===== src/rtl/wb_scheduler.sv =====
// Writeback scheduler: arbitrates ALU and load (MAU) results onto a single
// registered register-file write port. It keeps a pending-load scoreboard
// for WAW ordering and decode hazards, and bounds ALU starvation.
module wb_scheduler #(
  parameter int STARVE_LIMIT = 4,  // 1..15
  parameter int MAX_LOADS    = 4   // 1..15
) (
  input  logic        clk,
  input  logic        reset,
  input  logic        alu_valid,
  input  logic [4:0]  alu_rd,
  input  logic [31:0] alu_data,
  output logic        alu_ready,
  input  logic        mau_valid,
  input  logic [4:0]  mau_rd,
  input  logic [31:0] mau_data,
  output logic        mau_ready,
  input  logic        load_issue,
  input  logic [4:0]  load_rd,
  output logic        load_ready,
  input  logic [4:0]  rs1,
  input  logic [4:0]  rs2,
  output logic        hazard,
  output logic        wr_en,
  output logic [4:0]  wr_addr,
  output logic [31:0] wr_data
);

  typedef struct packed {
    logic [4:0]  rd;
    logic [31:0] data;
  } wb_req_t;

  // Bit 0 is held at zero so any 5-bit rd can index directly; x0 is never pending.
  logic [31:0] pending, pending_nxt;
  logic [3:0]  load_cnt, starve_cnt;
  logic        alu_elig, mau_elig, alu_gnt, mau_gnt, any_gnt;
  logic        load_acc, starve_hit, rs1_busy, rs2_busy;
  wb_req_t     win_req;

  // Arbitration: MAU normally wins; a starved ALU gets exactly one grant.
  always_comb begin
    alu_elig   = alu_valid & ~pending[alu_rd];
    mau_elig   = mau_valid;
    starve_hit = (starve_cnt == 4'(STARVE_LIMIT));
    alu_gnt    = ~reset & alu_elig & (~mau_elig | starve_hit);
    mau_gnt    = ~reset & mau_elig & ~alu_gnt;
    any_gnt    = alu_gnt | mau_gnt;
    load_acc   = load_issue & load_ready;
    win_req    = alu_gnt ? '{rd: alu_rd, data: alu_data}
                         : '{rd: mau_rd, data: mau_data};
  end

  assign alu_ready  = alu_gnt;
  assign mau_ready  = mau_gnt;
  assign load_ready = ~reset & (load_cnt < 4'(MAX_LOADS));

  // Decode stalls on a pending load or on the write still sitting in the port.
  assign rs1_busy = (rs1 != 5'd0) & (pending[rs1] | (wr_en & (wr_addr == rs1)));
  assign rs2_busy = (rs2 != 5'd0) & (pending[rs2] | (wr_en & (wr_addr == rs2)));
  assign hazard   = ~reset & (rs1_busy | rs2_busy);

  // Scoreboard next state: clear on load return first so a same-cycle reissue wins.
  always_comb begin
    pending_nxt = pending;
    if (mau_gnt)  pending_nxt[mau_rd]  = 1'b0;
    if (load_acc) pending_nxt[load_rd] = 1'b1;
    pending_nxt[0] = 1'b0;
  end

  // Scoreboard register.
  always_ff @(posedge clk or posedge reset) begin
    if (reset) pending <= '0;
    else       pending <= pending_nxt;
  end

  // Outstanding-load counter; a return with nothing outstanding saturates at zero.
  always_ff @(posedge clk or posedge reset) begin
    if (reset) begin
      load_cnt <= '0;
    end else begin
      case ({load_acc, mau_gnt})
        2'b10:   load_cnt <= load_cnt + 4'd1;
        2'b01:   if (load_cnt != 4'd0) load_cnt <= load_cnt - 4'd1;
        default: load_cnt <= load_cnt;
      endcase
    end
  end

  // Starvation counter: counts consecutive eligible-but-denied ALU cycles.
  always_ff @(posedge clk or posedge reset) begin
    if (reset)                   starve_cnt <= '0;
    else if (alu_elig & ~alu_gnt) starve_cnt <= starve_hit ? starve_cnt : starve_cnt + 4'd1;
    else                         starve_cnt <= '0;
  end

  // Registered write port; writes to x0 complete the handshake but never assert wr_en.
  always_ff @(posedge clk or posedge reset) begin
    if (reset) begin
      wr_en   <= 1'b0;
      wr_addr <= '0;
      wr_data <= '0;
    end else begin
      wr_en <= any_gnt & (win_req.rd != 5'd0);
      if (any_gnt) begin
        wr_addr <= win_req.rd;
        wr_data <= win_req.data;
      end
    end
  end

endmodule


===== config.mk =====
export PLATFORM = sky130hd
export DESIGN_NAME = wb_scheduler
export DESIGN_NICKNAME = d
export VERILOG_FILES = /design/src/rtl/wb_scheduler.sv
export SDC_FILE = /design/constraint.sdc
export NUM_CORES = 1
export LEC_CHECK = 0
export ABC_AREA = 1
export CAP_MARGIN = 40
export CORE_MARGIN = 2
export CORE_UTILIZATION = 40
export DETAILED_ROUTE_END_ITERATION = 12
export GPL_TIMING_DRIVEN = 0
export PLACE_DENSITY = 0.77
export SYNTH_ARGS = -nofsm -noshare
export SYNTH_HDL_FRONTEND = slang
export SYNTH_SLANG_ARGS = --single-unit

===== constraint.sdc =====
create_clock -name clk -period 3.2 [get_ports clk]
set_clock_uncertainty 0.2 [all_clocks]
set_input_delay 0.48 -clock clk [delete_from_list [all_inputs] [get_ports clk]]
set_output_delay 0.48 -clock clk [all_outputs]
set_load 0.05 [all_outputs]

# ---- Word-level counts from Yosys, hierarchy flattened
# Cells that the tools add are included.
# W data, S select, Z words.
dict set report op_classes {
  muxes 17
  order_cmp 8
  n_addsub 3
  reduce_logical 8
  eq_ne 7
  bitwise 26
}
# cell n
set ops {}
lappend ops {{$mux W32} 2}
lappend ops {{$mux W37} 1}
lappend ops {{$and A32 B32 Y32} 1}
lappend ops {{$not A32 Y32} 1}
lappend ops {{$or A32 B32 Y32} 1}
lappend ops {{$lt A5 B6 Y1 const B} 5}
lappend ops {{$bmux W1 S5} 3}
lappend ops {{$reduce_bool A5 Y1} 3}
lappend ops {{$and A1 B1 Y1} 14}
lappend ops {{$mux W4} 3}
lappend ops {{$demux W1 S5} 2}
lappend ops {{$eq A5 B5 Y1} 2}
lappend ops {{$ge A5 B1 Y1 const B} 2}
lappend ops {{$add A4 B1 Y4 const B} 2}
lappend ops {{$pmux W4 S2} 1}
lappend ops {{$mux W1} 5}
lappend ops {{$or A1 B1 Y1} 5}
lappend ops {{$eq A4 B3 Y1 const B} 1}
lappend ops {{$lt A4 B3 Y1 const B} 1}
lappend ops {{$ne A2 B2 Y1 const B} 2}
lappend ops {{$not A1 Y1} 4}
lappend ops {{$reduce_bool A4 Y1} 1}
lappend ops {{$sub A4 B1 Y4 const B} 1}
lappend ops {{$eq A2 B1 Y1 const B} 1}
lappend ops {{4 further kinds} 5}
dict set report totals {
  in_bits 94
  wordCells 75
  out_inout_bits 42
  ff_bits 77
}

# ---- Logic depth before layout (Yosys ltp)
# Gate-level depths: netlist (run 1).
dict set report logic_depth {
  ltp_word 11
  ltp_mapped 18
}

# ---- Least setup slack after synthesis (run 1)
# OpenSTA, ideal clock, no wires.
dict set report synth_timing {
  kind {input port to flip-flop}
  start {input reset}
  end {register load_cnt[2]}
  setup_ns 0.132
  path_slack_ns -0.444
  arrival_ns 3.313
  cell_stages 12
  t_required_ns 2.868
  cell_sequence {inv_1 -> nand2_1 -> clkinv_1 -> nand3_1 -> nand2_1 -> nand2_1 -> inv_1 -> ha_1 -> inv_1 -> nand2_1 -> xor2_1 -> a21oi_1}
}
dict set report synth_via {
  elab_chain_cells 8
  word_cells_on_any_way 14
}
# element line
set synth_lines {}
lappend synth_lines {{start: declaration} 9} ;# input logic reset,
lappend synth_lines {{$not A1 Y1 *} {46, 47, 56}}
lappend synth_lines {{$and A1 B1 Y1 (2 in a row)} 46} ;# alu_gnt = ~reset & alu_elig & (~mau_elig | starve_hit);
lappend synth_lines {{$not A1 Y1} 47} ;# mau_gnt = ~reset & mau_elig & ~alu_gnt;
lappend synth_lines {{$and A1 B1 Y1} 47}
lappend synth_lines {{$eq A2 B1 Y1 / $eq A2 B2 Y1 (equally long branches)} 82} ;# case ({load_acc, mau_gnt})
lappend synth_lines {{$ne A2 B2 Y1 (no line) / $reduce_bool A2 Y1 (equally long branches)} --}
lappend synth_lines {{$reduce_and A2 Y1 (no line)} --}
lappend synth_lines {{end signal: assignment} 83} ;# 2'b10: load_cnt <= load_cnt + 4'd1;
lappend synth_lines {{end signal: assignment} 84} ;# 2'b01: if (load_cnt != 4'd0) load_cnt <= load_cnt - 4'd1;
lappend synth_lines {{end signal: assignment} 85} ;# default: load_cnt <= load_cnt;
lappend synth_lines {{end: declaration} 36} ;# logic [3:0] load_cnt, starve_cnt;
# Mark *: on every way between the ends. The rest lies on a longest branch, timed or not.
# A chain may end at the register's enable or synchronous reset.

# ---- Final worst setup path (run 1)
dict set report layout_timing {
  start {input rs2[0]}
  end {output hazard}
}
dict set report layout_via {
  elab_chain_cells 6
  word_cells_on_any_way 9
}
# element line
set layout_lines {}
lappend layout_lines {{start: declaration} 22} ;# input logic [4:0] rs2,
lappend layout_lines {{$bmux W1 S5 / $eq A5 B5 Y1 (equally long branches)} 60} ;# assign rs2_busy = (rs2 != 5'd0) & (pending[rs2] | (wr_en & (wr_addr == rs2)));
lappend layout_lines {{$mux W1 (not written as such) / $and A1 B1 Y1 (equally long branches)} 60}
lappend layout_lines {{$or A1 B1 Y1} 60}
lappend layout_lines {{$and A1 B1 Y1 *} 60}
lappend layout_lines {{$or A1 B1 Y1 *} 61} ;# assign hazard = ~reset & (rs1_busy | rs2_busy);
lappend layout_lines {{$and A1 B1 Y1 *} 61}
lappend layout_lines {{end: declaration} 23} ;# output logic hazard,
# Mark *: on every way between the ends. The rest lies on a longest branch, timed or not. The select of a mux whose other input is x is not followed.

==> results of run 1 <==
## kinds of logic after synthesis
| group | count (synthesis) | synth area share, % |
|---|---|---|
| simple gates | 318 | 29.5 |
| buf+inv | 101 | 9.35 |
| xor+xnor | 8 | 1.48 |
| flops | 77 | 40.8 |
| compound gates | 162 | 18.0 |
| fa+ha+maj | 3 | 0.795 |
## area by class of cell
class                           instances  area [um^2]
Sequential cell                        77         1930
Clock inverter                          4         30.0
Buffer                                 32          203
Fill cell                            1078         4820
Clock buffer                           12          256
Timing Repair Buffer                  140         1410
Tap cell                              143          179
Inverter                               69          272
Timing Repair inverter                  1         5.00
Multi-Input combinational cell        491         2360
## sequential cells by signal, summed over array words and instances (netlist names)
signal,count
starve_cnt,4
wr_data,32
pending,31
wr_addr,5
load_cnt,4
wr_en,1
## report_power, final
part           total (uW)  internal [uW]  leakage [uW]  switching, uW
sequential           1320           1150      0.000997            165
combinational        1210            460       0.00180            754
clock                 965            572      0.000140            393
total                3500           2180       0.00294           1310
## synthesized netlist by cell type (all sizes together)
| master | count | area, um^2 |
|---|---|---|
| a211oi | 1 | 7.51 |
| nor4 | 1 | 6.26 |
| o22ai | 6 | 37.5 |
| nor3 | 10 | 50.1 |
| o211ai | 2 | 15.0 |
| a32o | 1 | 10.0 |
| xnor2 | 1 | 8.76 |
| o21bai | 1 | 7.51 |
| clkinv | 2 | 7.51 |
| a41oi | 1 | 8.76 |
| inv | 67 | 251 |
| clkbuf | 18 | 68.8 |
| xor2 | 7 | 61.3 |
| buf | 14 | 114 |
| a21oi | 41 | 209 |
| nand4 | 4 | 31.3 |
| a31oi | 2 | 12.5 |
| dfrtp | 77 | 1930 |
| o41ai | 1 | 8.76 |
| o21ai | 106 | 534 |
| nand3 | 126 | 636 |
| nand2 | 161 | 612 |
| ha | 3 | 37.5 |
| nor2 | 16 | 60.1 |
## repair_timing
item,CTS,global route
endpoints found under the setup margin,3,3
setup buffers,0,5
gates resized for setup,26,20
cloned,0,2
## worst max-delay path, cell delays in order
cell,delay (ns)
clkdlybuf4s50_1,0.47
clkbuf_2,0.22
buf_2,0.24
o211ai_1,0.12
nand3_1,0.13
nand3_1,0.11
a21oi_1,0.16
o22ai_1,0.09
a21oi_1,0.14
buf_4,0.22
## per-layer routing
layer	vias to the layer above	track usage (%)
met2	295	37.8
met4	0	9.84
met1	2432	31.8
met5	-	0
met3	39	4.75
li1	2558	-
## worst max path at each step
stage,to,slack (ns),cells past startpoint
5_1_grt,hazard,-0.00006,10
4_1_cts,alu_ready,0.008,14
3_3_place_gp,mau_ready,-1.73,7
2_1_floorplan,load_cnt[2]$_DFFE_PP0P_,0.02,12
6_report,hazard,0.13,10
3_5_place_dp,alu_ready,-0.74,14
## per-stage QoR
| stage | instance area (um^2) | TNS (ns) | setup slack (ns) | utilization [%] |
|---|---|---|---|---|
| floorplan | 4730 | 0 | 0.0232 | - |
| global placement | 6230 | -78.13 | -1.73 | 54.3 |
| detailed placement | 6270 | -1.89 | -0.736 | 54.7 |
| CTS | 6570 | 0 | 0.00781 | 57.3 |
| global route | 6640 | -0.0000571 | -0.0000571 | 57.9 |
| finish | 6640 | 0 | 0.131 | 57.9 |
==> results.yml, run 1 <==
finish:
  final_common_cell: "nand2_1"
  fin_cells: 969
  final_nets: 918
  final_cell_mix: "nand2_1, clkdlybuf4s50_1, nand3_1"
  syn2layout_area_growth_pct: 40.7
  antenna_cells: 0
  drive_gt1_share_pct: 7.87
yosys:
  ys_types: 33
  yosys_warnings: 0
  synth_fp_nets: 766
  synth-seq-cells: 77
  synth_area_mm2: 0.00472
  synth_cells: 669
  seq_area_frac_synth_pct: 40.8
  syn_area_per_cell_um2: 7.06
floorplanning:
  die_w_um: 113
  core_mm2: 0.0115
  start_util_pct: 41.2
  row_count: 39
  pin_count: 136
  die_h_um: 113
  dieArea_mm2: 0.0127
sta:
  whs_ns: 0.278
  fin_crit_ns: 3.07
  relSlewSlack_pct: 57.4
  hold_violations: 0
  setup_violations: 0
  period_share_pct: 95.9
  slew_viol_final: 0
  worstMarginPinSlew_ns: 0.637
  max_freq_mhz: 326
worst_setup_path:
  cp-startpoint: "rs2[0]"
  path_max_fanout: 10
  reg2reg_depth: 16
  end_kind: "output pin"
  r2r_start: "starve_cnt[0]$_DFFE_PP0P_"
  crit_path_start_kind: "primary input"
  path_class: "in -> out"
  critPathRequiredTime_ns: 2.52
  worstPathArrival_ns: 2.39
  rrSetupSlack_ns: 0.69
  worstReg2RegEnd: "load_cnt[2]$_DFFE_PP0P_"
clocking:
  clock-sinks: 77
  clk_latency_ns: 0.33
  cts_buffer_depth: 2
  cts_root_buf: "clkbuf_16"
  cts_buffers: 9
  cts_hold_buf: 0
  cts.clk_slew.worst_paths_ns: 0.06
  cts_tree: "built"
  htree_num_levels: 3
outcome:
  status: "completed"
routing:
  initialDrtViolationCount: 528
  top_layer: "met4"
  drc: 0
  ant_nets: 0
  routed_via_density: 5.49
  vias: 5324
  first_pass_iters: 5
  wirelength_um: 15300
  m1WireLength_um: 6500
  dr_wl_met2_um: 7010
  wl_per_cell_um: 15.8
  dr_wl_met3_um: 1340
power:
  vdd_drop_max_uv: 268
  p_leak_uw: 0.00294
  finalPower_uw: 3500
  p_per_area_mw_per_mm2: 526
hold_path:
  worst_hold_startpoint: "wr_data[5]$_DFFE_PP0P_"
  hold-path-cell-count: 2
  hp-class: "reg -> reg"
  whs_endpoint: "wr_data[5]$_DFFE_PP0P_"
placement:
  placedCellCount: 946
  dpl.hpwl_um: 11500
  gp_congestion: 0.926
  io_buffers: 132
global_route:
  grt_max_degree: 39
  grt_pass1_wl_um: 24400
  grt_usage_pct: 23.8
  overflow: 0
  grt_antenna_before_repair: 0
  grt_pass1_vias: 4917
run:
  max-cap-violations: 0
Note: power is estimated with default switching activity, not from simulation.
==> run 2, diff against run 1 <==
HOLD_SLACK_MARGIN = 0.02   (was not set)
==> results of run 2 <==
Final layout, timing and power as in run 1 (identical DEF).
==> run 3, diff against run 2 <==
ABC_CLOCK_PERIOD_IN_PS = 3200   (was not set)
TNS_END_PERCENT = 30   (was not set)
==> results of run 3 <==
Final layout, timing and power as in run 1 (identical DEF).
